[src/rtl/mips_mem_pkg.sv]
// Shared types for the load/store unit: access sizes, FSM states, exception bits.
// No logic of its own; helper function is purely combinational.
// Range checking in the top is controlled by macro LSU_RANGE_CHECK_EN.
package mips_mem_pkg;

  typedef enum logic [1:0] {
    SIZE_BYTE = 2'b00,
    SIZE_HALF = 2'b01,
    SIZE_WORD = 2'b10,
    SIZE_ILL  = 2'b11
  } req_size_e;

  typedef enum logic [1:0] {
    IDLE  = 2'b00,
    READ  = 2'b01,
    WRITE = 2'b10,
    RESP  = 2'b11
  } lsu_state_e;

  localparam int EXC_MISALIGN = 0;
  localparam int EXC_RANGE    = 1;

  typedef struct packed {
    logic        write;
    req_size_e   size;
    logic        is_unsigned;
    logic [31:0] addr;
    logic [31:0] wdata;
  } lsu_req_t;

  function automatic logic is_misaligned(input req_size_e size, input logic [1:0] addr_lo);
    logic mis;
    case (size)
      SIZE_BYTE: mis = 1'b0;
      SIZE_HALF: mis = addr_lo[0];
      SIZE_WORD: mis = (addr_lo != 2'b00);
      default:   mis = 1'b1;
    endcase
    return mis;
  endfunction

endpackage

[src/rtl/lsu_lane_align.sv]
// Little-endian lane handling: load extract/extend and sub-word store merge.
// Latency: purely combinational.
// Backpressure: none; operands are held stable by the owning FSM.
module lsu_lane_align
  import mips_mem_pkg::*;
(
  input  logic [31:0] rd_word,
  input  logic [1:0]  addr_lo,
  input  req_size_e   size,
  input  logic        is_unsigned,
  input  logic [31:0] wdata,
  output logic [31:0] load_data,
  output logic [31:0] store_word
);

  logic [4:0]  sh;
  logic [31:0] shifted;
  logic [31:0] lane_mask;

  always_comb begin
    sh        = {addr_lo, 3'b000};
    shifted   = rd_word >> sh;
    load_data = rd_word;
    lane_mask = 32'hFFFF_FFFF;
    case (size)
      SIZE_BYTE: begin
        load_data = {{24{~is_unsigned & shifted[7]}}, shifted[7:0]};
        lane_mask = 32'h0000_00FF << sh;
      end
      SIZE_HALF: begin
        load_data = {{16{~is_unsigned & shifted[15]}}, shifted[15:0]};
        lane_mask = 32'h0000_FFFF << sh;
      end
      default: ;
    endcase
    // A full word store sees an all-ones mask and so ignores the stale read word.
    store_word = (rd_word & ~lane_mask) | ((wdata << sh) & lane_mask);
  end

endmodule

[src/rtl/load_store_unit.sv]
// Load/store unit between the MEM stage and a word-wide DM (LSU_RANGE_CHECK_EN adds range exceptions).
// Latency: Resp_Valid 1 (exception), 2 (load / word store) or 3 (sub-word store) cycles after accept.
// Backpressure: Stall holds the pipeline from the accept cycle until the response cycle.
module load_store_unit
  import mips_mem_pkg::*;
#(
  parameter int DM_DEPTH = 32
) (
  input  logic        clk,
  input  logic        rst,
  input  logic        Req_Valid,
  input  logic        Req_Write,
  input  logic [1:0]  Req_Size,
  input  logic        Req_Unsigned,
  input  logic [31:0] Req_Addr,
  input  logic [31:0] Req_WData,
  output logic        Stall,
  output logic        Resp_Valid,
  output logic [31:0] Resp_RData,
  output logic [1:0]  Resp_Exc,
  output logic        DM_R_Enable,
  output logic        DM_W_Enable,
  output logic [31:0] DM_Addr,
  output logic [31:0] DM_W_data,
  input  logic [31:0] DM_R_data
);

  localparam logic [29:0] IDX_MASK = 30'(DM_DEPTH - 1);

  lsu_state_e  state, state_nxt;
  lsu_req_t    req_q;
  logic [1:0]  exc_q;
  logic [31:0] rd_word_q;
  logic [1:0]  exc_in;
  logic        sub_word_in;
  logic [31:0] load_data;
  logic [31:0] store_word;

  always_comb begin
    exc_in = 2'b00;
    exc_in[EXC_MISALIGN] = is_misaligned(req_size_e'(Req_Size), Req_Addr[1:0]);
`ifdef LSU_RANGE_CHECK_EN
    exc_in[EXC_RANGE] = ({2'b00, Req_Addr[31:2]} >= 32'(DM_DEPTH));
`endif
    sub_word_in = (req_size_e'(Req_Size) != SIZE_WORD);
  end

  always_comb begin
    state_nxt = state;
    case (state)
      IDLE: begin
        if (Req_Valid) begin
          if (exc_in != 2'b00)               state_nxt = RESP;
          else if (!Req_Write || sub_word_in) state_nxt = READ;
          else                                state_nxt = WRITE;
        end
      end
      // Only sub-word stores reach READ with write set: read-modify-write.
      READ:    state_nxt = req_q.write ? WRITE : RESP;
      WRITE:   state_nxt = RESP;
      RESP:    state_nxt = IDLE;
      default: state_nxt = IDLE;
    endcase
  end

  always_ff @(posedge clk) begin
    if (rst) begin
      state     <= IDLE;
      req_q     <= '0;
      exc_q     <= 2'b00;
      rd_word_q <= '0;
    end else begin
      state <= state_nxt;
      if (state == IDLE && Req_Valid) begin
        req_q <= '{write:       Req_Write,
                   size:        req_size_e'(Req_Size),
                   is_unsigned: Req_Unsigned,
                   addr:        Req_Addr,
                   wdata:       Req_WData};
        exc_q <= exc_in;
      end
      if (state == READ) rd_word_q <= DM_R_data;
    end
  end

  lsu_lane_align u_lane_align (
    .rd_word     (rd_word_q),
    .addr_lo     (req_q.addr[1:0]),
    .size        (req_q.size),
    .is_unsigned (req_q.is_unsigned),
    .wdata       (req_q.wdata),
    .load_data   (load_data),
    .store_word  (store_word)
  );

  always_comb begin
    Stall       = (state == IDLE && Req_Valid) || state == READ || state == WRITE;
    Resp_Valid  = (state == RESP);
    Resp_Exc    = (state == RESP) ? exc_q : 2'b00;
    Resp_RData  = (state == RESP && !req_q.write && exc_q == 2'b00) ? load_data : 32'h0;
    // Strobes are gated by rst so a reset landing on WRITE never corrupts DM.
    DM_R_Enable = (state == READ) && !rst;
    DM_W_Enable = (state == WRITE) && !rst;
    DM_Addr     = (state == READ || state == WRITE) ? {2'b00, req_q.addr[31:2] & IDX_MASK} : 32'h0;
    DM_W_data   = (state == WRITE) ? store_word : 32'h0;
  end

endmodule

[config.mk]
export PLATFORM = sky130hd
export DESIGN_NAME = load_store_unit
export DESIGN_NICKNAME = d
export VERILOG_FILES = /design/src/rtl/mips_mem_pkg.sv /design/src/rtl/lsu_lane_align.sv /design/src/rtl/load_store_unit.sv
export SDC_FILE = /design/constraint.sdc
export NUM_CORES = 1
export LEC_CHECK = 0
export ABC_AREA = 1
export ABC_CLOCK_PERIOD_IN_PS = 4150
export CAP_MARGIN = 20
export CORE_MARGIN = 2
export CORE_UTILIZATION = 46
export DETAILED_ROUTE_END_ITERATION = 10
export PLACE_DENSITY = 0.82
export SYNTH_ARGS = -nofsm -noshare
export SYNTH_HDL_FRONTEND = slang
export SYNTH_SLANG_ARGS = --single-unit
[constraint.sdc]
create_clock -name clk -period 4.15 [get_ports clk]
set_input_delay 1.0375 -clock clk [delete_from_list [all_inputs] [get_ports clk]]
set_output_delay 1.0375 -clock clk [all_outputs]
set_load 0.01 [all_outputs]
Yosys cells after proc, flatten, opt, wreduce, memory -nomap -nowiden. Cells that the tools add are included.

Bits in registers: 78. Latch bits: 0. Memory bits (writable): 0. ROM bits: 0. Input bits: 103. Output and inout bits: 102. Logic and storage cells: 56. Memories: 0.

Add/subtract/negate cells: 0. $mul: 0. Div/mod/pow operators: 0. Magnitude comparators: 0. Equal/unequal tests: 8. Shifts and indexed selects: 4. Mux-type cells: 12. Bitwise operators: 7. Reduce and logical (&&, ||, !) cells: 17.

Operators with widths (count): one-hot mux 32 bit (2 select lines) (2); bitwise AND 32 bit (2); two-way mux 32 bit (2); inverter 32 bit (1); OR 32 bit (1); left shift 16 x 5 -> 32 bit (first input constant) (1); left shift 32 x 5 -> 32 bit (1); left shift 8 x 5 -> 32 bit (first input constant) (1); >> shifter 32 x 5 -> 16 bit (1); zero test 2 bit (4); one-hot mux 2 bit (4 select lines) (1); equality test 2 x 1 -> 1 bit (second input constant) (3); equality test 2 bit (second input constant) (3); two-way mux 2 bit (3); logical AND 1 bit (5); two-way mux 5 bit (1); logical OR 1 bit (4); inequality test 2 bit (second input constant) (2); zero test 1 bit (3); one-hot mux 1 bit (3 select lines) (1); bitwise AND 1 bit (2); two-way mux 1 bit (2); nonzero test 2 bit (1); inverter 1 bit (1).

Longest topological paths before layout. Gate-level depths: netlist of the first run.

Depth after elaboration: 6. Mapped depth: 11. Depth with buffers taken out: 9.

Cells and area by module. Synthesis of the first run repeated with hierarchy kept, for this count alone.

Cell total of the unflattened synthesis: 908. Area, all modules: 5439.0 um2.

By module, submodules not included: load_store_unit (times used 1, cells an instance 544, area an instance 3741.1 um2, seq. area each 1561.5 um2); lsu_lane_align (times used 1, cells an instance 364, area an instance 1697.9 um2, seq. area each 0.0 um2).

Worst setup path after synthesis of the first run. No wires, ideal clock.

Path type: input -> output. Start point: input port Req_Valid. End point: output port Stall. Arrival time: 1.815 ns. Setup slack: 1.298 ns. Cell stages on the path: 4. Cells stage by stage: nand2_1 -> clkbuf_1 -> clkbuf_1 -> nand3_1.

Longest elaborated chain between the ends: 3.

RTL lines: start, declared (line load_store_unit.sv:11) `input logic Req_Valid,`; logical AND 1 bit (line load_store_unit.sv:97) `Stall = (state == IDLE && Req_Valid) || state == READ || state == WRITE;`; logical OR 1 bit (2 in series) (line load_store_unit.sv:97); end, declared (line load_store_unit.sv:17) `output logic Stall,`.

Every way passes these cells.

Worst setup path in the final report of the first run.
Start point: register req_q[33] in the netlist's numbering. End point: output port DM_W_data[18].

Longest elaborated chain between the ends: 6. Elaborated cells on any way between the ends: 9.

RTL lines: start, declared (line load_store_unit.sv:31) `lsu_req_t req_q;`; start signal, assigned (line load_store_unit.sv:75) `req_q <= '{write: Req_Write,`; left shift 16 x 5 -> 32 bit or left shift 8 x 5 -> 32 bit (tied branches) (line lsu_lane_align.sv:32, lsu_lane_align.sv:28); one-hot mux 32 bit (2 select lines) (line lsu_lane_align.sv:25) `case (size)`; inverter 32 bit (line lsu_lane_align.sv:37) `store_word = (rd_word & ~lane_mask) | ((wdata << sh) & lane_mask);`; bitwise AND 32 bit (line lsu_lane_align.sv:37); OR 32 bit (*) (line lsu_lane_align.sv:37); two-way mux 32 bit (*) (line load_store_unit.sv:105) `DM_W_data = (state == WRITE) ? store_word : 32'h0;`; end, declared (line load_store_unit.sv:24) `output logic [31:0] DM_W_data,`.

Every way passes the cells marked *; elsewhere a longest branch is shown, timed or not.

==> impl_results.md, run 1 <==
* Compound-Gate Fraction of Synth Area at 26.9%
* CP endpoint kind: primary output
* Avg WL per Cell at 15.6 microns
* ANT nets after route at 0
* I/O pin count at 205
* Global-route wire length before repair at 25.2 mm
* Hold Path Class: flip-flop to flip-flop
* Pleak at 2.54 nW
* Layout Utilization at 64.6%
* Delay-heaviest family, CP: flip-flops
* Post-Synth Adder-Cell Area at 1.32%
* Max Cap Viol at 0
* CP most frequent cell: o21ai_0
* Post-synthesis mux area share at 0%
* Worst-Skew Late Latency at 0.36 ns
* Core area at 0.00986 sq mm
* Cells after DPL at 1009
* I/O Buffers at 151
* Total gr overflow at 0
* Die area at 0.0111 sq mm
* RSZ-0062 raised after global routing: no
* Period utilization at 94.8%
* DP Area at 0.00617 sq mm
* Slew headroom at 35.5%
* Worst vdd rail ir drop at 0.000444 V
* Status: finished clean
* CTS tree: yes
* Fill count at 918
* Pin count of the biggest net entering global routing at 79
* Post-Syn Area at 0.00472 sq mm
* Yosys cell types at 31
* Buffers and inverters on the worst path at 2
* Yosys warnings at 0
* Mapped Cells at 760
* 1st-iter DRT viols at 445
* Nets at 995
* Die H at 105 microns
* Top cell type's share of synthesized area at 33.1%
* Drc violations at 0
* CP max-delay cell: dfxtp_1
* Largest stage delay, worst path at 0.73 ns
* XOR/XNOR share of the synthesized area at 0%
* Largest family of logic cells by synthesized area: compound AO/OA/AOI/OAI gates
* Syn Area/Cell at 6.21 sq um
* Setup violators final at 0
* Initial core utilization at 47.9%
* Final min period at 3.93 ns
* FMAX at 254 MHz
* Simple-gate share of the synthesized area at 25.9%
* Dpl hpwl at 11.5 mm
* DIE WIDTH at 105 microns
* Area grow syn2layout at 34.9%
* Worst path cell trace: inv_4 -> nand2_1 -> o21ai_0 -> o21ai_0 -> o21ai_0 -> nor2_1 -> clkdlybuf4s50_1
* Power per cell area at 609 mW/mm^2
* Initial antenna violation count at 0
* CP required at 3.11 ns
* DRT Pass-1 Iters at 6
* Hold Fails Final Rpt at 0
* Share of layout cells above drive strength 1 at 5.27%
* CTS Sinks at 78
* Row count at 36
* Worst setup SP type: flip-flop
* Vias in the first global route at 4936
* Clock Tree Root: clkbuf_8
* Post-route cell area at 0.00637 sq mm
* CTS Buf Count at 9
* Routed WL at 16.1 mm
* Via Count at 5527
* Setup Buffers After CTS at 0
* Yosys reg bits at 78
* WP data arrival at 2.89 ns
* Bufs on Longest Clock Path at 2
* Crit Path Max Fanout at 15
* Layout Cells excl Fill at 1026
* Gpl congestion at 0.977
* GRT Total Usage at 28.3%
* Fin. max-slew vios at 0
* Synth top area cells: dfxtp_1 (33%), o21ai_0 (17%), nor2_1 (14%)
* Fin Setup TNS at 0 ns
* CTS H-Tree Depth at 3
* Setup CP Type: flip-flop to primary output
* Synth area leader: dfxtp_1
* Worst Clk Skew at 0.00442 ns
* Seq/Total Area, Yosys at 33.1%
* Via-per-instance ratio at 5.39
* Worst Tran Pin Value at 0.967 ns
* CTS clk-pin slew, worst paths at 0.09 ns
==> worst register-to-register path: cells and delay by family, from the launching register on <==
kind / cells / cell delay [ns]
buffers and inverters: 3 / 1.10
DFF: 1 / 0.41
AOI/OAI and AO/OA: 2 / 0.39
adders and majority gates: 1 / 0.22
and+or+nand+nor: 1 / 0.09
==> logic make-up after synthesis <==
family,count (synthesis)
adders and majority gates,5
buffers and inverters,120
and+or+nand+nor,312
AOI/OAI and AO/OA,244
other,1
DFF,78
==> area by class of cell <==
| cell class | count | area, sq um | area share, % |
|---|---|---|---|
| well taps | 133 | 166 | 2.61 |
| multi-input cells | 589 | 2680 | 42.0 |
| clock inverters | 7 | 62.6 | 0.982 |
| clock buffers | 9 | 124 | 1.94 |
| diodes | 1 | 2.50 | 0.0393 |
| flip-flops and latches | 78 | 1560 | 24.5 |
| repair buffers | 164 | 1610 | 25.3 |
| inverters | 45 | 171 | 2.69 |
==> synth_stat cells <==
cell / count
nand2_1: 121
nor2_1: 170
buf_1: 2
clkinv_1: 2
nor2_4: 1
nor3_1: 3
nand3_1: 7
nand2_4: 1
clkbuf_1: 32
buf_2: 8
nand3_2: 1
a22oi_1: 5
and2_1: 1
inv_1: 37
ha_1: 5
conb_1: 1
a21oi_1: 63
o21ai_2: 1
nand4_1: 1
o21ai_0: 162
nor2_2: 2
dfxtp_1: 78
buf_6: 3
inv_4: 1
inv_2: 5
or2_2: 1
buf_4: 30
a21oi_4: 1
nand2_2: 3
o211ai_1: 9
o21ai_1: 3
==> stage by stage <==
step	power, mW	hold slack [ns]	worst slack, ns
detailed placement	3.28	0.464	0.548
floorplan	2.51	0.436	1.30
finish	3.88	0.478	0.218
CTS	3.84	0.479	0.132
global route	4.17	0.510	0.00836
global placement	3.24	0.457	0.560
==> worst paths after layout <==
path / slack [ns] / depth (start not counted) / endpoint / start
worst min register to register: 0.48 / 2 / req_q[11] / req_q[11]
worst max register to register: 1.81 / 7 / exc_q[0] / state[1]
worst max-delay path: 0.22 / 7 / DM_W_data[18] / req_q[33]
worst min-delay path: 0.48 / 2 / req_q[11] / req_q[11]
==> placed cells by master (no fill, tap or decap), drive strengths merged <==
| cell type | n |
|---|---|
| clkinvlp | 3 |
| ha | 5 |
| a22oi | 5 |
| nand4 | 1 |
| nor2 | 173 |
| conb | 28 |
| o21ai | 166 |
| clkbuf | 9 |
| a21oi | 64 |
| inv | 47 |
| nor3 | 3 |
| and2 | 1 |
| buf | 13 |
| or2 | 1 |
| clkinv | 2 |
| nand3 | 8 |
| dfxtp | 78 |
| clkdlybuf4s50 | 151 |
| o211ai | 9 |
| nand2 | 125 |
| diode | 1 |
==> report_power, final <==
group / total (mW) / switching [mW] / internal, mW / leakage, nW
sequential: 1.33 / 0.325 / 1.00 / 0.644
clock: 0.552 / 0.322 / 0.229 / 0.0863
combinational: 2.00 / 1.23 / 0.773 / 1.81
==> state kept, by name (all words and copies together) (netlist names) <==
signal,count
req_q,43
rd_word_q,32
state,2
exc_q,1
==> what timing repair did <==
item                       4_1_cts  5_1_grt
hold buffers                     0        0
setup endpoints to repair        0        8
hold endpoints to repair         0        0
resized for setup                0        2
==> routing by layer <==
layer  routed length, microns  up-vias  share of wire (%)  track usage [%]
met5                        0        -                  0                0
met4                      445        0                2.8             9.43
met3                     1830       45                 11             6.86
met2                     7130      358                 44             44.7
met1                     6640     2451                 41             37.7
li1                         -     2673                  -                -
Note: power is estimated with default switching activity, not from simulation.
==> run 2: changes to the inputs <==
ABC_CLOCK_PERIOD_IN_PS = unset   (was 4150)
==> results of run 2 <==
Same layout as run 1: the final DEF is identical, and so are final timing and power.
==> run 3: changes to the inputs <==
CTS_BUF_LIST = sky130_fd_sc_hd__clkbuf_16   (was unset)
==> run 3 against run 2 <==
Net effect: sequential share of layout area decreased by 0.37 points; largest cell class unchanged; critical endpoint is now Resp_RData[9]; clock skew increased by 0.00078 ns; sequential power about the same; combinational power about the same; via count increased by 0.20%; worst setup slack got worse by 0.096 ns; critical path type unchanged.
==> impl_results.md, run 3 (synthesis gave the netlist of run 1 again) <==
* Status: finished clean
* Multi-input logic area at 0.00267 sq mm (-0.14%)
* Hold Path Class: flip-flop to flip-flop
* CTS clk-pin slew, worst paths at 0.07 ns (-0.02 ns)
* Fill count at 903 (-1.6%)
* RSZ-0062 raised after global routing: no
* Period utilization at 97.1% (+2.3 points)
* I/O pin count at 205 (unchanged)
* CP max-delay cell: dfxtp_1
* Bufs on Longest Clock Path at 2 (unchanged)
* Worst vdd rail ir drop at 0.000454 V (+2.3%)
* Hold Fails Final Rpt at 0 (unchanged)
* 1st-iter DRT viols at 540 (+21%)
* Pleak at 2.58 nW (+1.8%)
* Via Count at 5538 (+0.20%)
* Initial antenna violation count at 0 (unchanged)
* Worst Clk Skew at 0.00520 ns (+0.000781 ns)
* Hold Buf Count CTS at 0 (unchanged)
* Avg WL per Cell at 15.9 microns (+1.5%)
* DP Area at 0.00617 sq mm (unchanged)
* Worst Tran Pin Value at 0.992 ns (+0.0255 ns)
* Routed WL at 16.3 mm (+1.5%)
* Final worst setup slack at 0.121 ns (-0.0963 ns)
* Crit Path Max Fanout at 21 (+6)
* Dpl hpwl at 11.5 mm (unchanged)
* CTS tree: yes
* Post-route cell area at 0.00647 sq mm (+1.5%)
* CTS Buf Count at 9 (unchanged)
* Power per cell area at 636 mW/mm^2 (+4.4%)
* Sequential cell area at 0.00156 sq mm (unchanged)
* Max Cap Viol at 0 (unchanged)
* Clock Tree Root: clkbuf_16
* GRT Total Usage at 28.5% (+0.23 points)
* FMAX at 248 MHz (-2.4%)
* WP data arrival at 2.99 ns (+0.10 ns)
* Area grow syn2layout at 37.0%
* Reg2Reg Setup Slack at 1.80 ns (about the same)
* CTS H-Tree Depth at 3 (unchanged)
* Vias in the first global route at 4981 (+0.91%)
* Largest register FFs at 43 (unchanged)
* Setup violators final at 0 (unchanged)
* CP endpoint kind: primary output
* Share of layout cells above drive strength 1 at 5.16% (-0.11 points)
* Nets at 995 (unchanged)
* Largest register by flop count: req_q
* CP required at 3.11 ns (about the same)
* Final min period at 4.03 ns (+0.0963 ns)
* Most common cell after layout, fill and taps aside: nor2_1
* Worst-Skew Late Latency at 0.34 ns (-0.02 ns)
* Cells after DPL at 1009 (unchanged)
* Fin Setup TNS at 0 ns (unchanged)
* Slew headroom at 33.8% (-1.7 points)
* Worst setup SP type: flip-flop
* Total gr overflow at 0 (unchanged)
* Fin. max-slew vios at 0 (unchanged)
* ANT nets after route at 0 (unchanged)
* I/O Buffers at 151 (unchanged)
* DRT Pass-1 Iters at 7 (+1)
* Layout Cells excl Fill at 1026 (unchanged)
* Dpl ws at 0.548 ns (unchanged)
* Global-route wire length before repair at 25.5 mm (+1.0%)
* Initial core utilization at 47.9% (unchanged)
* CP most frequent cell: nand2_1
* Pin count of the biggest net entering global routing at 79 (unchanged)
* CTS Sinks at 78 (unchanged)
* Row count at 36 (unchanged)
* Largest stage delay, worst path at 0.67 ns (-0.06 ns)
* Setup Buffers After CTS at 0 (unchanged)
* Die H at 105 microns (unchanged)
* Die area at 0.0111 sq mm (unchanged)
* Drc violations at 0 (unchanged)
* DIE WIDTH at 105 microns (unchanged)
* Most frequent cells in the layout: nor2_1 (170), o21ai_0 (162), clkdlybuf4s50_1 (151), nand2_1 (121), dfxtp_1 (78)
* Gpl congestion at 0.977 (unchanged)
* Setup CP Type: flip-flop to primary output
* Biggest regs: req_q: 43 flops, rd_word_q: 32 flops, state: 2 flops
* Worst path cell trace: buf_4 -> inv_2 -> nand2_1 -> nand2_1 -> nand2_1 -> nand2_1 -> a21oi_1 -> a21oi_1 -> clkdlybuf4s50_1
* Via-per-instance ratio at 5.40 (+0.20%)
* Core area at 0.00986 sq mm (unchanged)
run 3: cell counts in the layout (fill, tap and decap cells not counted):
Identical to the previous run, type by type.
run 3: worst max-delay path: cells and delay by family (launching register included):
kind	cells	cell delay (ns)
buffers and inverters	3	0.99
AO/OA/AOI/OAI	2	0.68
AND/OR/NAND/NOR	4	0.31
flip-flops	1	0.67
run 3: final timing paths:
path,startpoint,endpoint,depth (start not counted)
worst min register to register,req_q[11],req_q[11],2
worst max register to register,state[0],exc_q[0],7
worst max-delay path,req_q[32],Resp_RData[9],9
worst min-delay path,req_q[11],req_q[11],2
run 3: report_power, final:
group	leakage [nW]	switching (mW)	internal, mW
combinational	1.81	1.24	0.771
sequential	0.644	0.330	1.01
clock	0.133	0.351	0.418
run 3: area by class of cell:
cell class,instances,area share (%)
multi-input combinational,589,41.3
clock buffer,9,3.48
timing repair buffer,164,24.9
antenna,1,0.0387
inverter,45,2.65
tap,133,2.57
sequential,78,24.1
clock inverter,7,0.967
run 3: stage by stage:
step	util (%)	hold slack (ns)	power [mW]
finish	65.6	0.475	4.11
CTS	65.5	0.475	4.05
global placement	62.6	0.457	3.24
detailed placement	62.6	0.464	3.28
floorplan	-	0.436	2.51
global route	65.6	0.505	4.39
run 3: routing by layer:
| metal | up-vias | GRT usage [%] | share of wire (%) |
|---|---|---|---|
| met3 | 36 | 6.18 | 12 |
| li1 | 2676 | - | - |
| met5 | - | 0 | 0 |
| met1 | 2476 | 38.7 | 42 |
| met4 | 0 | 8.76 | 2.2 |
| met2 | 350 | 45.2 | 44 |
run 3: repair_timing:
action                                  4_1_cts  5_1_grt
hold endpoints to repair                      0        0
endpoints found under the setup margin        0        4
resized for setup                             0        1
==> RTL change 1: new RTL, flow settings as in run 2 <==
Reset style: asynchronous (`rst`), changed in one clocked block.
--- a/src/rtl/load_store_unit.sv
+++ b/src/rtl/load_store_unit.sv
@@ -65,3 +65,3 @@
 
-  always_ff @(posedge clk) begin
+  always_ff @(posedge clk or posedge rst) begin
     if (rst) begin
Function: differs if rst is asserted again (counterexample within 4 cycles, from zero or initial values and one cycle with rst high); with rst held inactive, the same outputs for 10 cycles.
==> RTL change 1 against run 2 <==
Combinational power increased by 50%; final cell count decreased by 3.1%; sequential share of layout area increased by 4.2 points; non-clock buffer count down 1; wire length shrank 1.9%; worst setup slack improved by 0.032 ns; count of clock-buffer cells in the layout up 1; synthesized area grew 7.0%; sequential cell count unchanged; total power is 35% higher; final area increased by 6.6%; critical path type unchanged; highest routed layer unchanged.
==> RTL change 1: results (changes against run 2) <==
[outcome]
status=finished, final reports clean  ; unchanged

[placed_design]
dp_hpwl_microns=11900  ; was 11500 microns
routabilityCongestion=0.964  ; was 0.977
numPortBuffers=151  ; unchanged
place_area_sq_um=6560  ; was 6170 sq um
dp.cells=978  ; was 1009

[synthesis]
ys_async_sr_fraction=1.00  ; was 0
yosysSeqAreaShare=0.386  ; was 0.331
yosys_warnings=0  ; unchanged
netlist_top_cells_count=nand2_1, o21ai_0, dfrtp_1, a21oi_1, inv_1  ; was nor2_1, o21ai_0, nand2_1, dfxtp_1, a21oi_1
yosysUniqueCellTypes=28  ; was 31
synth_area_leaders=dfrtp_1, nand2_1, o21ai_0  ; was dfxtp_1, o21ai_0, nor2_1
avgSynthCellArea_sq_um=7.08  ; was 6.21 sq um

[global_route]
grt_start_max_net_pins=62  ; was 79
track_usage=0.272  ; was 0.283
grt_pass1_vias=4825  ; was 4936
antenna_found_initial=0  ; unchanged
grt_pass1_wl_microns=24400  ; was 25200 microns

[finish]
fin_nets=957  ; was 995
fin_cells=994  ; was 1026
antenna_cells=0  ; was 1
reg.largest.list=req_q: 43 flops, rd_word_q: 32 flops, state: 2 flops  ; unchanged
drive_gt1_frac=0.0831  ; was 0.0527

[detailed_routing]
met2_wirelength_microns=7430  ; was 7130 microns
met3WireLength_microns=1470  ; was 1830 microns
firstDrtPassIters=5  ; was 6
wirelength_microns=15700  ; was 16100 microns
highest_layer=met4  ; unchanged
wl_met1_microns=6450  ; was 6640 microns
drt_iter0_markers=466  ; was 445
vias=5207  ; was 5527

[worst_setup_path]
timing.reg2reg.setup_slack_ns=2.20  ; was 1.81 ns
max_stage_delay_ns=0.65  ; was 0.73 ns
slowest_stage=dfrtp_1  ; was dfxtp_1
crit_fanout=18  ; was 15

[clock_tree]
htreeDepth=3  ; unchanged
cts_inserted_buffers=9  ; unchanged
post_cts.repair.setup_buffers=0  ; unchanged
cts_resized=0  ; unchanged
insertion_delay_ns=0.37
clk_pin_slew_ns=0.08
clk_path_buf_depth=2  ; unchanged
root_buffer=clkbuf_8  ; unchanged

[pwr]
p_leak_nw=3.05  ; was 2.54 nW
p_switching_w=0.00250  ; was 0.00187 W
ir_drop_mv=0.545  ; was 0.444 mV

[sta]
tightest_slew_ns=0.809  ; was 0.967 ns
finalClockSkew_ns=0.00934  ; was 0.00442 ns
setup_viol=0  ; unchanged
whs_ns=0.514  ; was 0.478 ns

[worst_hold_path]
min_path_type=reg2reg  ; unchanged

-- RTL change 1: changes by cell type in the layout (fill, tap and decap cells not counted), moves of 18 or more --
cell	change
dfrtp_1	+78
nor2_1	-124
o21ai_0	-69
mux2_2	+27
inv_1	+18
nand3_1	+23
dfxtp_1	-78
nand2_1	+88
-- RTL change 1: stage by stage --
step	power, W	setup WS, ns
after floorplan	0.00337	1.12
after global placement	0.00446	0.766
after detailed placement	0.00452	0.740
after CTS	0.00520	0.327
after global routing	0.00566	0.109
final	0.00524	0.249
-- RTL change 1: area by class of cell --
cell class                      count  area [sq um]
Clock buffer                       10           138
Timing Repair Buffer              163          1610
Multi-Input combinational cell    535          2580
Clock inverter                      6          93.8
Tap cell                          140           175
Inverter                           62           238
Sequential cell                    78          1950
Fill cell                        1004          4000
-- RTL change 1: logic make-up (layout without fill, tap and decap cells) --
logic type | after synthesis | in the layout | synth area share
adder cells (fa/ha/maj) | 5 | 5 | 0.0124
multiplexers | 27 | 27 | 0.0601
flip-flops | 78 | 78 | 0.386
AND/OR/NAND/NOR | 301 | 301 | 0.240
AO/OA/AOI/OAI | 174 | 174 | 0.176
buffers and inverters | 128 | 241 | 0.124
other | 1 | 28 | 0.000742
-- RTL change 1: worst paths after layout --
| check | start | to | cells past startpoint |
|---|---|---|---|
| setup / recovery | req_q[33] | DM_W_data[21] | 7 |
| hold / removal | req_q[25] | req_q[25] | 1 |
| setup reg to reg | state[0] | req_q[1] | 5 |
| hold reg to reg | req_q[25] | req_q[25] | 1 |
| max in group asynchronous | rst | rd_word_q[28] | 3 |
| min in group asynchronous | rst | req_q[1] | 2 |
-- RTL change 1: critical path: cells and delay by family (launching register included) --
| family | cells | cell delay, ns |
|---|---|---|
| buffers and inverters | 2 | 0.76 |
| AND/OR/NAND/NOR | 3 | 0.72 |
| flip-flops | 1 | 0.65 |
| AO/OA/AOI/OAI | 2 | 0.37 |
-- RTL change 1: per-layer routing --
metal,track usage,up-vias
met1,0.368,2384
met3,0.0496,31
met5,0,-
met4,0.0971,0
met2,0.437,269
li1,-,2523
-- RTL change 1: power by group through the flow --
stage                     combinational [W]  clock (W)  sequential [W]
after global placement              0.00291          0         0.00155
final                               0.00300   0.000663         0.00157
after floorplan                     0.00201          0         0.00136
after detailed placement            0.00296          0         0.00156
after CTS                           0.00298   0.000669         0.00155
after global routing                0.00335   0.000706         0.00160
==> RTL change 2: new RTL, flow settings as in run 2 <==
Made on the original files. The option `LSU_RANGE_CHECK_EN` is turned on by a define.
--- a/src/rtl/load_store_unit.sv
+++ b/src/rtl/load_store_unit.sv
@@ -3,2 +3,4 @@
 // Backpressure: Stall holds the pipeline from the accept cycle until the response cycle.
+`define LSU_RANGE_CHECK_EN
+
 module load_store_unit
Behaviour: not the same (Yosys sat finds a counterexample within 4 cycles, from zero or initial values and one cycle with rst high).
==> RTL change 2 against run 2 <==
Sequential cell count grew 1; final area grew 4.5%; critical path type unchanged; worst setup slack improved by 0.13 ns; synthesized area up 0.61%; largest power group unchanged; wire length fell by 0.16%; total power down 5.4%; die area up 0.59%; clock power shrank 6.5%.
==> RTL change 2: results (changes against run 2) <==
[outcome]
status=finished, final reports clean  ; unchanged

[global_route]
track_usage=0.290  ; was 0.283
grt_pass1_vias=5105  ; was 4936
gr-usage-met1=0.394  ; was 0.377
grt_start_max_net_pins=62  ; was 79
use_met2=0.463  ; was 0.447
use_met3=0.0643  ; was 0.0686
grt_pass1_wl_microns=25800  ; was 25200 microns

[finish]
layout_commonest_cell=nor2_1  ; unchanged
fillCellCount=983  ; was 918
antenna_cells=0  ; was 1
fin_nets=1023  ; was 995
reg.largest.list=req_q: 43 flops, rd_word_q: 32 flops  ; was req_q: 43 flops, rd_word_q: 32 flops, state: 2 flops
drive_gt1_frac=0.0348  ; was 0.0527

[detailed_routing]
wirelength_microns=16000  ; was 16100 microns
via_per_inst=5.33  ; was 5.39
drt_iter0_markers=332  ; was 445
firstDrtPassIters=5  ; was 6

[worst_hold_path]
min_path_type=reg2reg  ; unchanged

[synthesis]
yosysUniqueCellTypes=30  ; was 31
synth_xor_xnor_area_share=0  ; unchanged
ys_async_sr_fraction=0  ; unchanged
synth-compound-area-share=0.266  ; was 0.269
synth_fa_ha_area_frac=0.0132  ; about the same
yosys_warnings=0  ; unchanged
synth_area_leaders=dfxtp_1, nor2_1, o21ai_0  ; was dfxtp_1, o21ai_0, nor2_1
netlist_top_cells_count=nor2_1, o21ai_0, nand2_1, dfxtp_1, a21oi_1  ; unchanged
synthMuxAreaShare=0  ; unchanged
yosysSeqAreaShare=0.333  ; was 0.331

[worst_setup_path]
slowest_stage=clkdlybuf4s50_1  ; was dfxtp_1
arrival_ns=2.77  ; was 2.89 ns
max_stage_delay_ns=0.56  ; was 0.73 ns
crit_fanout=29  ; was 15

[clock_tree]
htreeDepth=3  ; unchanged
cts_inserted_buffers=9  ; unchanged
clk_pin_slew_ns=0.09  ; about the same
post_cts.repair.setup_buffers=0  ; unchanged
root_buffer=clkbuf_8  ; unchanged

[pwr]
p_leak_nw=2.66  ; was 2.54 nW
p_sw_frac=0.466  ; was 0.483
ir_drop_mv=0.365  ; was 0.444 mV

[placed_design]
routabilityCongestion=0.929  ; was 0.977
numPortBuffers=177  ; was 151
dp_hpwl_microns=12000  ; was 11500 microns

[sta]
relSlewSlack=0.604  ; was 0.355
finalClockSkew_ns=0.0118  ; was 0.00442 ns

[RTL change 2: cell types whose count changed after synthesis, sizes merged, moves of 7 or more]
cell    delta
o21ai     -20
nor2      +10
a31oi      +9
o211ai     -8
o221ai     +8
nand2      -7
[RTL change 2: final cells by class]
cell class | count | area share
Clock buffer | 12 | 0.0203
Clock inverter | 4 | 0.00470
Inverter | 48 | 0.0271
Multi-Input combinational cell | 591 | 0.404
Sequential cell | 79 | 0.237
Tap cell | 136 | 0.0255
Timing Repair Buffer | 186 | 0.281
[RTL change 2: kinds of logic after synthesis]
logic type | after synthesis
compound gates | 238
fa+ha+maj | 5
buf+inv | 121
flops | 79
other cells | 1
simple gates | 321
[RTL change 2: path summary, 6_finish.rpt]
check	end	start	slack, ns	cells past startpoint
max reg2reg	req_q[65]	state[0]	2.07	8
max	Resp_RData[21]	req_q[33]	0.34	9
min reg2reg	req_q[34]	req_q[34]	0.49	2
min	req_q[34]	req_q[34]	0.49	2
[RTL change 2: stage by stage]
step | hold WS (ns) | worst slack [ns] | util | cells | area, sq um
final | 0.492 | 0.345 | 0.654 | 1056 | 6660
after global routing | 0.523 | 0.0919 | 0.654 | 1056 | 6660
after CTS | 0.494 | 0.345 | 0.654 | 1056 | 6660
after detailed placement | 0.478 | 0.743 | 0.638 | 1040 | 6490
after global placement | 0.463 | 0.744 | 0.635 | 1039 | 6470
after floorplan | 0.454 | 1.34 | - | 791 | 4850
[RTL change 2: power by group through the flow]
stage	logic (W)	clock network (W)	registers (W)
floorplan	0.00123	0	0.00116
global placement	0.00182	0	0.00129
detailed placement	0.00184	0	0.00129
CTS	0.00185	0.000517	0.00127
global route	0.00210	0.000541	0.00130
finish	0.00187	0.000516	0.00128
[RTL change 2: critical path, delay by kind of cell, from the launching register on]
kind                   cells  cell delay [ns]
buffers and inverters      3             1.24
flip-flops                 1             0.34
AND/OR/NAND/NOR            6             0.82
[RTL change 2: layer usage]
layer	vias to the layer above	part of all wire
met5	-	0
met4	0	0.028
met3	39	0.10
met2	323	0.45
met1	2507	0.42
li1	2759	-
